===== config.mk =====
export PLATFORM = sky130hd
export DESIGN_NAME = hack_cpu_mc_flat
export DESIGN_NICKNAME = d
export VERILOG_FILES = /design/src/rtl/hack_cpu_mc_if.sv /design/src/rtl/hack_cpu_mc.sv /design/src/flat_wrapper.sv
export SDC_FILE = /design/constraint.sdc
export NUM_CORES = 1
export LEC_CHECK = 0
export CAP_MARGIN = 20
export CORE_MARGIN = 1
export CORE_UTILIZATION = 35
export CTS_BUF_LIST = sky130_fd_sc_hd__clkbuf_4
export DETAILED_ROUTE_END_ITERATION = 10
export DONT_BUFFER_PORTS = 1
export HOLD_SLACK_MARGIN = 0.12
export PLACE_DENSITY = 0.53
export SLEW_MARGIN = 20
export SYNTH_ARGS = -nofsm -noshare
export SYNTH_HDL_FRONTEND = slang
export SYNTH_SLANG_ARGS = --single-unit

===== constraint.sdc =====
create_clock -name clk -period 10.04 [get_ports clk]
set_input_delay 2.008 -clock clk [delete_from_list [all_inputs] [get_ports clk]]
set_output_delay 2.008 -clock clk [all_outputs]
set_load 0.01 [all_outputs]

===== src/rtl/hack_cpu_mc_if.sv =====
// Instruction-fetch and data-memory request/ack bus of the multi-cycle Hack CPU.
// The CPU is the master. Memories respond with an ack after any latency.
interface hack_cpu_mc_if #(
  parameter int DW = 16,
  parameter int AW = 15
);
  logic          imem_req;
  logic [AW-1:0] imem_addr;
  logic [DW-1:0] imem_rdata;
  logic          imem_ack;
  logic          dmem_req;
  logic          dmem_we;
  logic [AW-1:0] dmem_addr;
  logic [DW-1:0] dmem_wdata;
  logic [DW-1:0] dmem_rdata;
  logic          dmem_ack;

  modport master (
    output imem_req, imem_addr,
    input  imem_rdata, imem_ack,
    output dmem_req, dmem_we, dmem_addr, dmem_wdata,
    input  dmem_rdata, dmem_ack
  );

  modport slave (
    input  imem_req, imem_addr,
    output imem_rdata, imem_ack,
    input  dmem_req, dmem_we, dmem_addr, dmem_wdata,
    output dmem_rdata, dmem_ack
  );
endinterface


===== src/rtl/hack_cpu_mc.sv =====
// Multi-cycle Hack CPU. It steps through FETCH/DECODE/MEMRD/EXEC/MEMWR and ends in HALT.
// Requests are decoded from the state. An ack in the same cycle as its request, or any later cycle, completes the access.
module hack_cpu_mc #(
  parameter int DW = 16,
  parameter int AW = 15
) (
  input  logic          clk,
  input  logic          reset,
  hack_cpu_mc_if.master bus,
  output logic [AW-1:0] pc,
  output logic          retired,
  output logic          halted
);

  typedef enum logic [2:0] {
    S_FETCH, S_DECODE, S_MEMRD, S_EXEC, S_MEMWR, S_HALT
  } state_t;

  state_t        state, state_nxt;
  logic [DW-1:0] a_reg, d_reg, ir, m_reg, wdata_reg;
  logic [AW-1:0] pc_reg;
  logic          prev_a, retired_reg;
  logic          a_commit, c_commit;

  logic [DW-1:0] y_sel, x_z, x_n, y_z, y_n, f_out, alu_out;
  logic          zr, ng, jump, halt_hit;
  logic [AW-1:0] target, pc_inc, pc_dec;

  // The ALU inputs (D, M, A, IR) stay stable from EXEC through MEMWR.
  // So the same combinational result can also drive the commit after a write.
  always_comb begin
    y_sel   = ir[12] ? m_reg : a_reg;
    x_z     = ir[11] ? '0 : d_reg;
    x_n     = ir[10] ? ~x_z : x_z;
    y_z     = ir[9]  ? '0 : y_sel;
    y_n     = ir[8]  ? ~y_z : y_z;
    f_out   = ir[7]  ? (x_n + y_n) : (x_n & y_n);
    alu_out = ir[6]  ? ~f_out : f_out;
  end

  assign zr       = (alu_out == '0);
  assign ng       = alu_out[DW-1];
  assign jump     = (ir[2] & ng) | (ir[1] & zr) | (ir[0] & ~ng & ~zr);
  assign target   = a_reg[AW-1:0];
  assign pc_inc   = pc_reg + AW'(1);
  assign pc_dec   = pc_reg - AW'(1);
  assign halt_hit = jump && ((target == pc_reg) || ((target == pc_dec) && prev_a));

  always_comb begin
    state_nxt = state;
    a_commit  = 1'b0;
    c_commit  = 1'b0;
    case (state)
      S_FETCH:  if (bus.imem_ack) state_nxt = S_DECODE;
      S_DECODE: begin
        if (!ir[DW-1]) begin
          a_commit  = 1'b1;
          state_nxt = S_FETCH;
        end else if (ir[12]) begin
          state_nxt = S_MEMRD;
        end else begin
          state_nxt = S_EXEC;
        end
      end
      S_MEMRD:  if (bus.dmem_ack) state_nxt = S_EXEC;
      S_EXEC: begin
        if (ir[3]) begin
          state_nxt = S_MEMWR;
        end else begin
          c_commit  = 1'b1;
          state_nxt = halt_hit ? S_HALT : S_FETCH;
        end
      end
      S_MEMWR: begin
        if (bus.dmem_ack) begin
          c_commit  = 1'b1;
          state_nxt = halt_hit ? S_HALT : S_FETCH;
        end
      end
      S_HALT:   state_nxt = S_HALT;
      default:  state_nxt = S_FETCH;
    endcase
  end

  // Requests are forced low while reset is held, so the reset cycle never handshakes.
  assign bus.imem_req   = (state == S_FETCH) && !reset;
  assign bus.imem_addr  = pc_reg;
  assign bus.dmem_req   = ((state == S_MEMRD) || (state == S_MEMWR)) && !reset;
  assign bus.dmem_we    = (state == S_MEMWR);
  assign bus.dmem_addr  = a_reg[AW-1:0];
  assign bus.dmem_wdata = wdata_reg;

  assign pc      = pc_reg;
  assign retired = retired_reg && !reset;
  assign halted  = (state == S_HALT) && !reset;

  always_ff @(posedge clk) begin
    if (reset) begin
      state       <= S_FETCH;
      a_reg       <= '0;
      d_reg       <= '0;
      ir          <= '0;
      m_reg       <= '0;
      wdata_reg   <= '0;
      pc_reg      <= '0;
      prev_a      <= 1'b0;
      retired_reg <= 1'b0;
    end else begin
      state       <= state_nxt;
      retired_reg <= a_commit | c_commit;
      if (state == S_FETCH && bus.imem_ack) ir <= bus.imem_rdata;
      if (state == S_MEMRD && bus.dmem_ack) m_reg <= bus.dmem_rdata;
      if (state == S_EXEC && ir[3]) wdata_reg <= alu_out;
      if (a_commit) begin
        a_reg  <= ir;
        pc_reg <= pc_inc;
        prev_a <= 1'b1;
      end
      if (c_commit) begin
        if (ir[5]) a_reg <= alu_out;
        if (ir[4]) d_reg <= alu_out;
        pc_reg <= jump ? target : pc_inc;
        prev_a <= 1'b0;
      end
    end
  end

endmodule


===== src/flat_wrapper.sv =====
// flat-port wrapper written by rule: the top's interface ports become plain ports
module hack_cpu_mc_flat 
#(
  parameter int DW = 16,
  parameter int AW = 15
)
  (clk, reset, pc, retired, halted, bus_imem_req, bus_imem_addr, bus_imem_rdata, bus_imem_ack, bus_dmem_req, bus_dmem_we, bus_dmem_addr, bus_dmem_wdata, bus_dmem_rdata, bus_dmem_ack);
  hack_cpu_mc_if #(.DW(DW), .AW(AW)) bus_i ();
  input  logic clk;
  input  logic reset;
  output logic [AW-1:0] pc;
  output logic retired;
  output logic halted;
  output wire logic [$bits(bus_i.imem_req)-1:0] bus_imem_req;
  output wire logic [$bits(bus_i.imem_addr)-1:0] bus_imem_addr;
  input wire logic [$bits(bus_i.imem_rdata)-1:0] bus_imem_rdata;
  input wire logic [$bits(bus_i.imem_ack)-1:0] bus_imem_ack;
  output wire logic [$bits(bus_i.dmem_req)-1:0] bus_dmem_req;
  output wire logic [$bits(bus_i.dmem_we)-1:0] bus_dmem_we;
  output wire logic [$bits(bus_i.dmem_addr)-1:0] bus_dmem_addr;
  output wire logic [$bits(bus_i.dmem_wdata)-1:0] bus_dmem_wdata;
  input wire logic [$bits(bus_i.dmem_rdata)-1:0] bus_dmem_rdata;
  input wire logic [$bits(bus_i.dmem_ack)-1:0] bus_dmem_ack;
  assign bus_imem_req = bus_i.imem_req;
  assign bus_imem_addr = bus_i.imem_addr;
  assign bus_i.imem_rdata = bus_imem_rdata;
  assign bus_i.imem_ack = bus_imem_ack;
  assign bus_dmem_req = bus_i.dmem_req;
  assign bus_dmem_we = bus_i.dmem_we;
  assign bus_dmem_addr = bus_i.dmem_addr;
  assign bus_dmem_wdata = bus_i.dmem_wdata;
  assign bus_i.dmem_rdata = bus_dmem_rdata;
  assign bus_i.dmem_ack = bus_dmem_ack;
  hack_cpu_mc #(.DW(DW), .AW(AW)) u_core (.clk(clk), .reset(reset), .bus(bus_i), .pc(pc), .retired(retired), .halted(halted));
endmodule

* Yosys cells after proc, flatten, opt, wreduce, memory -nomap -nowiden *
Cells that the tools add are included.

word-level totals
  flip-flop bits (word level) = 100
  input bits = 36
  output and inout port bits = 66

cells by class
  $add $sub $neg = 3
  equality and inequality tests = 10
  muxes and demuxes = 26
  bitwise logic cells = 13
  reduce and logical (&&, ||, !) cells = 18

operators by type and width
  operator                                                                  number
  16-bit 2-to-1 mux                                                         10
  16-bit inverter                                                           3
  15-bit 2-to-1 mux                                                         3
  15-bit == test                                                            2
  3-bit 2-to-1 mux                                                          6
  3-bit case mux with 6 select lines                                        1
  16-bit adder                                                              1
  16-bit AND                                                                1
  16-bit zero test                                                          1
  15-bit by 1-bit adder with 15-bit output (second input constant)          1
  15-bit by 1-bit subtractor with 15-bit output (second input constant)     1
  1-bit logical AND                                                         9
  3-bit by 2-bit == test with 1-bit output (second input constant)          2
  3-bit == test (second input constant)                                     2
  1-bit 2-to-1 mux                                                          5
  1-bit AND                                                                 4
  2-bit inequality test (second input constant)                             2
  3-bit by 1-bit == test with 1-bit output (second input constant)          1
  3-bit zero test                                                           1
  1-bit OR                                                                  3
  3-bit AND reduction                                                       1
  1-bit logical OR                                                          2
  2-bit by 1-bit inequality test with 1-bit output (second input constant)  1
  1-bit inverter                                                            2
  5 further kinds                                                           5

* Depth between registers and ports, before layout *
  word-level depth = 16
  mapped depth = 21
  depth with buffers taken out = 17

* Least setup slack after synthesis *
No wires, ideal clock.

  path type = input port to output port
  start = in reset
  end = out bus_dmem_req
  arrival time = 2705 ps
  slack = 5327 ps
  cell stages on the path = 3
  path through = clkbuf_1 -> clkbuf_1 -> a211oi_1

between the ends
  word-level cells in the longest chain between the ends = 2

ends and longest elaborated chain
  what               line                text
  start, declared    flat_wrapper.sv:10  input logic reset;
  1-bit zero test    hack_cpu_mc.sv:88   assign bus.dmem_req = ((state == S_MEMRD) || (state == S_MEMWR)) && !reset;
  1-bit logical AND  hack_cpu_mc.sv:88
  end, declared      flat_wrapper.sv:18  output wire logic [$bits(bus_i.dmem_req)-1:0] bus_dmem_req;

Every way passes these cells.

* Worst setup path after layout *
  start = reg u_core.ir[12]
  end = reg u_core.pc_reg[4], in the netlist u_core.bus.imem_addr[4]

between the ends
  word-level cells in the longest chain between the ends = 14
  elaborated cells between the ends (all ways) = 20

ends and longest elaborated chain
  what                                                       line                                  text
  start, declared                                            hack_cpu_mc.sv:20                     logic [DW-1:0] a_reg, d_reg, ir, m_reg, wdata_reg;
  start signal, assigned                                     hack_cpu_mc.sv:111                    if (state == S_FETCH && bus.imem_ack) ir <= bus.imem_rdata;
  16-bit 2-to-1 mux (*)                                      hack_cpu_mc.sv:32                     y_sel = ir[12] ? m_reg : a_reg;
  16-bit 2-to-1 mux (*)                                      hack_cpu_mc.sv:35                     y_z = ir[9] ? '0 : y_sel;
  16-bit inverter                                            hack_cpu_mc.sv:36                     y_n = ir[8] ? ~y_z : y_z;
  16-bit 2-to-1 mux (*)                                      hack_cpu_mc.sv:36
  16-bit adder / 16-bit AND (equally long branches)          hack_cpu_mc.sv:37                     f_out = ir[7] ? (x_n + y_n) : (x_n & y_n);
  16-bit 2-to-1 mux (*)                                      hack_cpu_mc.sv:37
  16-bit inverter                                            hack_cpu_mc.sv:38                     alu_out = ir[6] ? ~f_out : f_out;
  16-bit 2-to-1 mux (*)                                      hack_cpu_mc.sv:38
  16-bit zero test / 1-bit inverter (equally long branches)  hack_cpu_mc.sv:41, hack_cpu_mc.sv:43
  1-bit AND / 1-bit inverter (equally long branches)         hack_cpu_mc.sv:43                     assign jump = (ir[2] & ng) | (ir[1] & zr) | (ir[0] & ~ng & ~zr);
  1-bit OR / 1-bit AND (equally long branches)               hack_cpu_mc.sv:43
  1-bit OR (*)                                               hack_cpu_mc.sv:43
  15-bit 2-to-1 mux (*)                                      hack_cpu_mc.sv:122                    pc_reg <= jump ? target : pc_inc;
  15-bit 2-to-1 mux (*)                                      hack_cpu_mc.sv:119                    if (c_commit) begin
  end signal, assigned                                       hack_cpu_mc.sv:116                    pc_reg <= pc_inc;
  end signal, assigned                                       hack_cpu_mc.sv:122
  end, declared                                              hack_cpu_mc.sv:21                     logic [AW-1:0] pc_reg;

Mark *: on every way between the ends. The rest lies on a longest branch, timed or not.
A chain may end at the register's enable or synchronous reset.

==> flow_summary.html <==
<table>
<tr><th>Metric</th><th>Value</th></tr>
<tr><th colspan="2">Outcome</th></tr>
<tr><td>Status</td><td>complete, but fails checks</td></tr>
<tr><td>Violated checks</td><td>DRC</td></tr>
<tr><th colspan="2">Synthesis</th></tr>
<tr><td>Sequential area share after synthesis</td><td>27.8%</td></tr>
<tr><td>Synthesized netlist net count</td><td>1,056</td></tr>
<tr><td>Distinct cells, synth</td><td>66</td></tr>
<tr><td>Number of flops mapped to enable cells by yosys</td><td>0</td></tr>
<tr><td>Post-Synthesis Cells</td><td>1,001</td></tr>
<tr><td>Synthesized area per cell</td><td>7.19 sq um</td></tr>
<tr><td>Most used flip-flop cell after synthesis</td><td>sky130_fd_sc_hd__dfxtp_1</td></tr>
<tr><td>Yosys warns</td><td>0</td></tr>
<tr><td>Flop and latch count out of synthesis</td><td>100</td></tr>
<tr><td>Share of synthesized flip-flops with an asynchronous set or reset</td><td>0%</td></tr>
<tr><td>Post-synthesis instance area</td><td>0.00719 sq mm</td></tr>
<tr><th colspan="2">Placement</th></tr>
<tr><td>Final HPWL from detailed placement</td><td>about 16,000 microns</td></tr>
<tr><td>IO buf count</td><td>0</td></tr>
<tr><td>Gpl congestion</td><td>0.872</td></tr>
<tr><td>DP Worst Slack</td><td>4.06 ns</td></tr>
<tr><th colspan="2">Worst hold path</th></tr>
<tr><td>Source of the worst hold timing path</td><td>u_core.d_reg[2]</td></tr>
<tr><td>Classification of the worst-slack hold path</td><td>flop to flop</td></tr>
<tr><th colspan="2">Route</th></tr>
<tr><td>TritonRoute pass-1 iters</td><td>8</td></tr>
<tr><td>Number of vias in the routed layout</td><td>6,500</td></tr>
<tr><td>Post-DR vias/cell</td><td>5.48</td></tr>
<tr><td>DR WL/cell</td><td>18.4 microns</td></tr>
<tr><td>Final routed wirelength across all metal layers</td><td>roughly 22,000 microns</td></tr>
<tr><td>Post-route DRC violation count</td><td>1</td></tr>
<tr><td>Initial drt markers</td><td>453</td></tr>
<tr><td>Count of nets left with antenna violations after detail routing</td><td>0</td></tr>
<tr><th colspan="2">Worst setup path</th></tr>
<tr><td>Launch instance of the worst register-to-register path</td><td>u_core.ir[12]</td></tr>
<tr><td>Nature of the critical path startpoint</td><td>flop</td></tr>
<tr><td>Crit-path max cell delay</td><td>1.05 ns</td></tr>
<tr><td>Critical path start-end classification</td><td>flop to flop</td></tr>
<tr><td>Data arrival at the endpoint of the critical path</td><td>6.40 ns</td></tr>
<tr><td>Maximum fanout encountered on the critical timing path</td><td>19</td></tr>
<tr><td>Required time worst endpoint</td><td>10.47 ns</td></tr>
<tr><td>Slowest cell on the critical path</td><td>sky130_fd_sc_hd__dfxtp_1</td></tr>
<tr><td>Chain of cells forming the critical path</td><td>mux2i_1 &gt; nor2_1 &gt; xor2_1 &gt; ha_1 &gt; inv_1 &gt; fa_1 &gt; nand2b_1 &gt; a311oi_1 &gt; xor2_1 &gt; nand3_1 &gt; a2111o_1 &gt; nor4_2 &gt; nand4bb_1 &gt; a31oi_1 &gt; o21ai_0 &gt; a31oi_1</td></tr>
<tr><td>Crit path launch</td><td>u_core.ir[12]</td></tr>
<tr><td>Worst Setup End Kind</td><td>flop</td></tr>
<tr><th colspan="2">Clock tree</th></tr>
<tr><td>Total CTS buffers</td><td>9</td></tr>
<tr><td>Clock latency reported for the late side of the worst-skew pair</td><td>0.50 ns</td></tr>
<tr><td>Post-CTS setup buffer count</td><td>0</td></tr>
<tr><td>Clk pin slew, worst setup/hold paths</td><td>approximately 0.17 ns</td></tr>
<tr><td>Quantity of gates resized following cts</td><td>0</td></tr>
<tr><td>Maximum clock path buffer count</td><td>2</td></tr>
<tr><td>CTS Root Cell</td><td>sky130_fd_sc_hd__clkbuf_4</td></tr>
<tr><td>TritonCTS sink count</td><td>100</td></tr>
<tr><td>Total number of H-tree levels</td><td>3</td></tr>
<tr><td>Clock tree from TritonCTS</td><td>built</td></tr>
<tr><td>Post-CTS Hold Buffers</td><td>0</td></tr>
<tr><th colspan="2">Power</th></tr>
<tr><td>Final Power</td><td>between 800 and 900 uW</td></tr>
<tr><td>Peak supply drop</td><td>0.0000548 V</td></tr>
<tr><td>Power density cells</td><td>115 mW/mm^2</td></tr>
<tr><td>Leakage power total</td><td>2.56 nW</td></tr>
<tr><th colspan="2">GRT</th></tr>
<tr><td>Overall fraction of global-route tracks in use</td><td>between 20% and 30%</td></tr>
<tr><td>Most used routing layer in global routing</td><td>met2</td></tr>
<tr><td>Number of antenna violations at the first check in global routing</td><td>1</td></tr>
<tr><td>Met3 track utilization from global routing</td><td>3.54%</td></tr>
<tr><td>Number of global-route vias before repair</td><td>6,149</td></tr>
<tr><td>Met2 Usage GRT</td><td>34.8%</td></tr>
<tr><td>Met1 demand-to-capacity share in global routing</td><td>between 20% and 30%</td></tr>
<tr><td>Global-route wire length before repair</td><td>34,700 microns</td></tr>
<tr><td>Total grt overflow</td><td>0</td></tr>
<tr><td>Maximum number of pins on one net before global-route repair</td><td>104</td></tr>
<tr><th colspan="2">STA</th></tr>
<tr><td>Unrepaired setup endpoints after global routing</td><td>false</td></tr>
<tr><td>Final Slew Violations</td><td>0</td></tr>
<tr><td>Setup TNS</td><td>0 ns</td></tr>
<tr><td>Final critical-path required period</td><td>5.97 ns</td></tr>
<tr><td>Final setup vio count</td><td>0</td></tr>
<tr><td>Worst slew slack as a fraction of its limit</td><td>29.3%</td></tr>
<tr><td>Slack of the critical path</td><td>between 4 and 5 ns</td></tr>
<tr><td>Slew @ Worst Pin</td><td>1.06 ns</td></tr>
<tr><td>Worst clock skew</td><td>0.0217 ns</td></tr>
<tr><td>Final period util</td><td>roughly three fifths</td></tr>
<tr><td>Final count of hold timing violations</td><td>0</td></tr>
<tr><td>WHS</td><td>0.463 ns</td></tr>
<tr><td>Achievable Freq</td><td>168 MHz</td></tr>
<tr><th colspan="2">Floorplan</th></tr>
<tr><td>I/O pins</td><td>102</td></tr>
<tr><td>Die W</td><td>145 microns</td></tr>
<tr><td>Effective utilization at floorplan</td><td>35.7%</td></tr>
<tr><td>Chip Height</td><td>145 microns</td></tr>
<tr><td>Die ar.</td><td>between 0.02 and 0.025 sq mm</td></tr>
<tr><td>Std-Cell Core Area</td><td>0.0202 sq mm</td></tr>
<tr><td>Number of rows created at floorplan</td><td>52</td></tr>
<tr><th colspan="2">Finish</th></tr>
<tr><td>Final-layout fill cell count</td><td>roughly 2,200</td></tr>
<tr><td>Area growth from synthesis to layout</td><td>-0.261%</td></tr>
<tr><td>Share of final-layout standard cells stronger than drive strength 1</td><td>4.48%</td></tr>
<tr><td>Total Nets Final</td><td>966</td></tr>
<tr><th colspan="2">Job</th></tr>
<tr><td>Max-cap violation count</td><td>0</td></tr>
</table>
-- layer usage --
layer | vias to the layer above | part of all wire, %
met5 | - | 0
met4 | 0 | 3.4
met3 | 34 | 4.6
met2 | 173 | 47
met1 | 3039 | 45
li1 | 3254 | -
-- kinds of logic after synthesis --
logic type               after synthesis  share of synthesized area [%]
AND/OR/NAND/NOR                      408                           26.4
buffers and inverters                129                           8.65
multiplexers                          27                           3.77
AO/OA/AOI/OAI                        243                           20.8
adder cells (fa/ha/maj)               19                           3.41
XOR/XNOR                              75                           9.13
flip-flops                           100                           27.8
-- cells in the mapped netlist, drive strengths merged (3+ instances only) --
cell	count	area [sq um]
dfxtp	100	2000
and3	21	136
a311oi	16	146
o211ai	4	30.0
a21o	4	30.0
clkbuf	60	225
o21ai	42	210
nor4	8	56.3
a211oi	17	128
a21oi	106	534
xnor2	36	315
or3	8	55.1
a211o	7	61.3
ha	18	225
nand2b	27	169
a32oi	3	26.3
nor3	20	100
or2	3	18.8
nand4	5	31.3
and2	7	46.3
a31oi	20	125
nand3	21	110
nor2b	12	75.1
buf	46	310
nor2	99	372
xor2	39	342
mux2i	26	260
inv	23	86.3
or3b	6	52.6
o211a	3	30.0
nand2	164	616
-- worst paths after layout --
kind | to | slack, ns | cells past startpoint
setup / recovery | u_core.bus.imem_addr[4] | 4.07 | 16
hold / removal | u_core.d_reg[2] | 0.46 | 2
setup reg to reg | u_core.bus.imem_addr[4] | 4.07 | 16
hold reg to reg | u_core.d_reg[2] | 0.46 | 2
-- stage by stage --
| step | area, sq um | cells | util (%) |
|---|---|---|---|
| finish | 7170 | 1187 | 35.6 |
| global route | 7170 | 1187 | 35.6 |
| CTS | 7170 | 1186 | 35.6 |
| detailed placement | 7050 | 1170 | 34.9 |
| global placement | 7050 | 1170 | 34.9 |
| floorplan | 7190 | 1001 | - |
-- where the power goes --
group / total, mW / internal [mW] / leakage (nW) / switching, mW
clock network: 0.204 / 0.0548 / 0.0688 / 0.149
registers: 0.433 / 0.406 / 0.809 / 0.0266
logic: 0.187 / 0.0699 / 1.68 / 0.117
total: 0.824 / 0.531 / 2.56 / 0.293
-- placed cells by master, fill, tap and decap left out, drive strengths merged, types with 8 or more instances in the layout --
| cell | netlist | layout |
|---|---|---|
| a211oi | 17 | 17 |
| a21oi | 106 | 106 |
| a311oi | 16 | 16 |
| a31oi | 20 | 20 |
| and3 | 21 | 21 |
| clkbuf | 60 | 9 |
| dfxtp | 100 | 100 |
| ha | 18 | 18 |
| inv | 23 | 26 |
| mux2i | 26 | 26 |
| nand2 | 164 | 164 |
| nand2b | 27 | 27 |
| nand3 | 21 | 21 |
| nor2 | 99 | 99 |
| nor2b | 12 | 12 |
| nor3 | 20 | 20 |
| nor4 | 8 | 8 |
| o21ai | 42 | 42 |
| or3 | 8 | 8 |
| xnor2 | 36 | 36 |
| xor2 | 39 | 39 |
-- critical path: cells and delay by family (launching register included) --
kind,cells,cell delay [ns]
flops,1,1.05
compound gates,5,2.07
mux,1,0.27
buf+inv,1,0.07
fa+ha+maj,2,0.63
xor+xnor,2,0.70
simple gates,5,1.11
-- final cells by class --
type / instances / area [sq um] / share of cell area, %
Tap cell: 270 / 338 / 4.71
Antenna cell: 1 / 2.50 / 0.0349
Timing Repair Buffer: 5 / 37.5 / 0.523
Sequential cell: 100 / 2000 / 27.9
Clock buffer: 9 / 67.6 / 0.942
Clock inverter: 7 / 58.8 / 0.820
Inverter: 23 / 86.3 / 1.20
Multi-Input combinational cell: 772 / 4580 / 63.9
(Power assumes the default switching activity.)
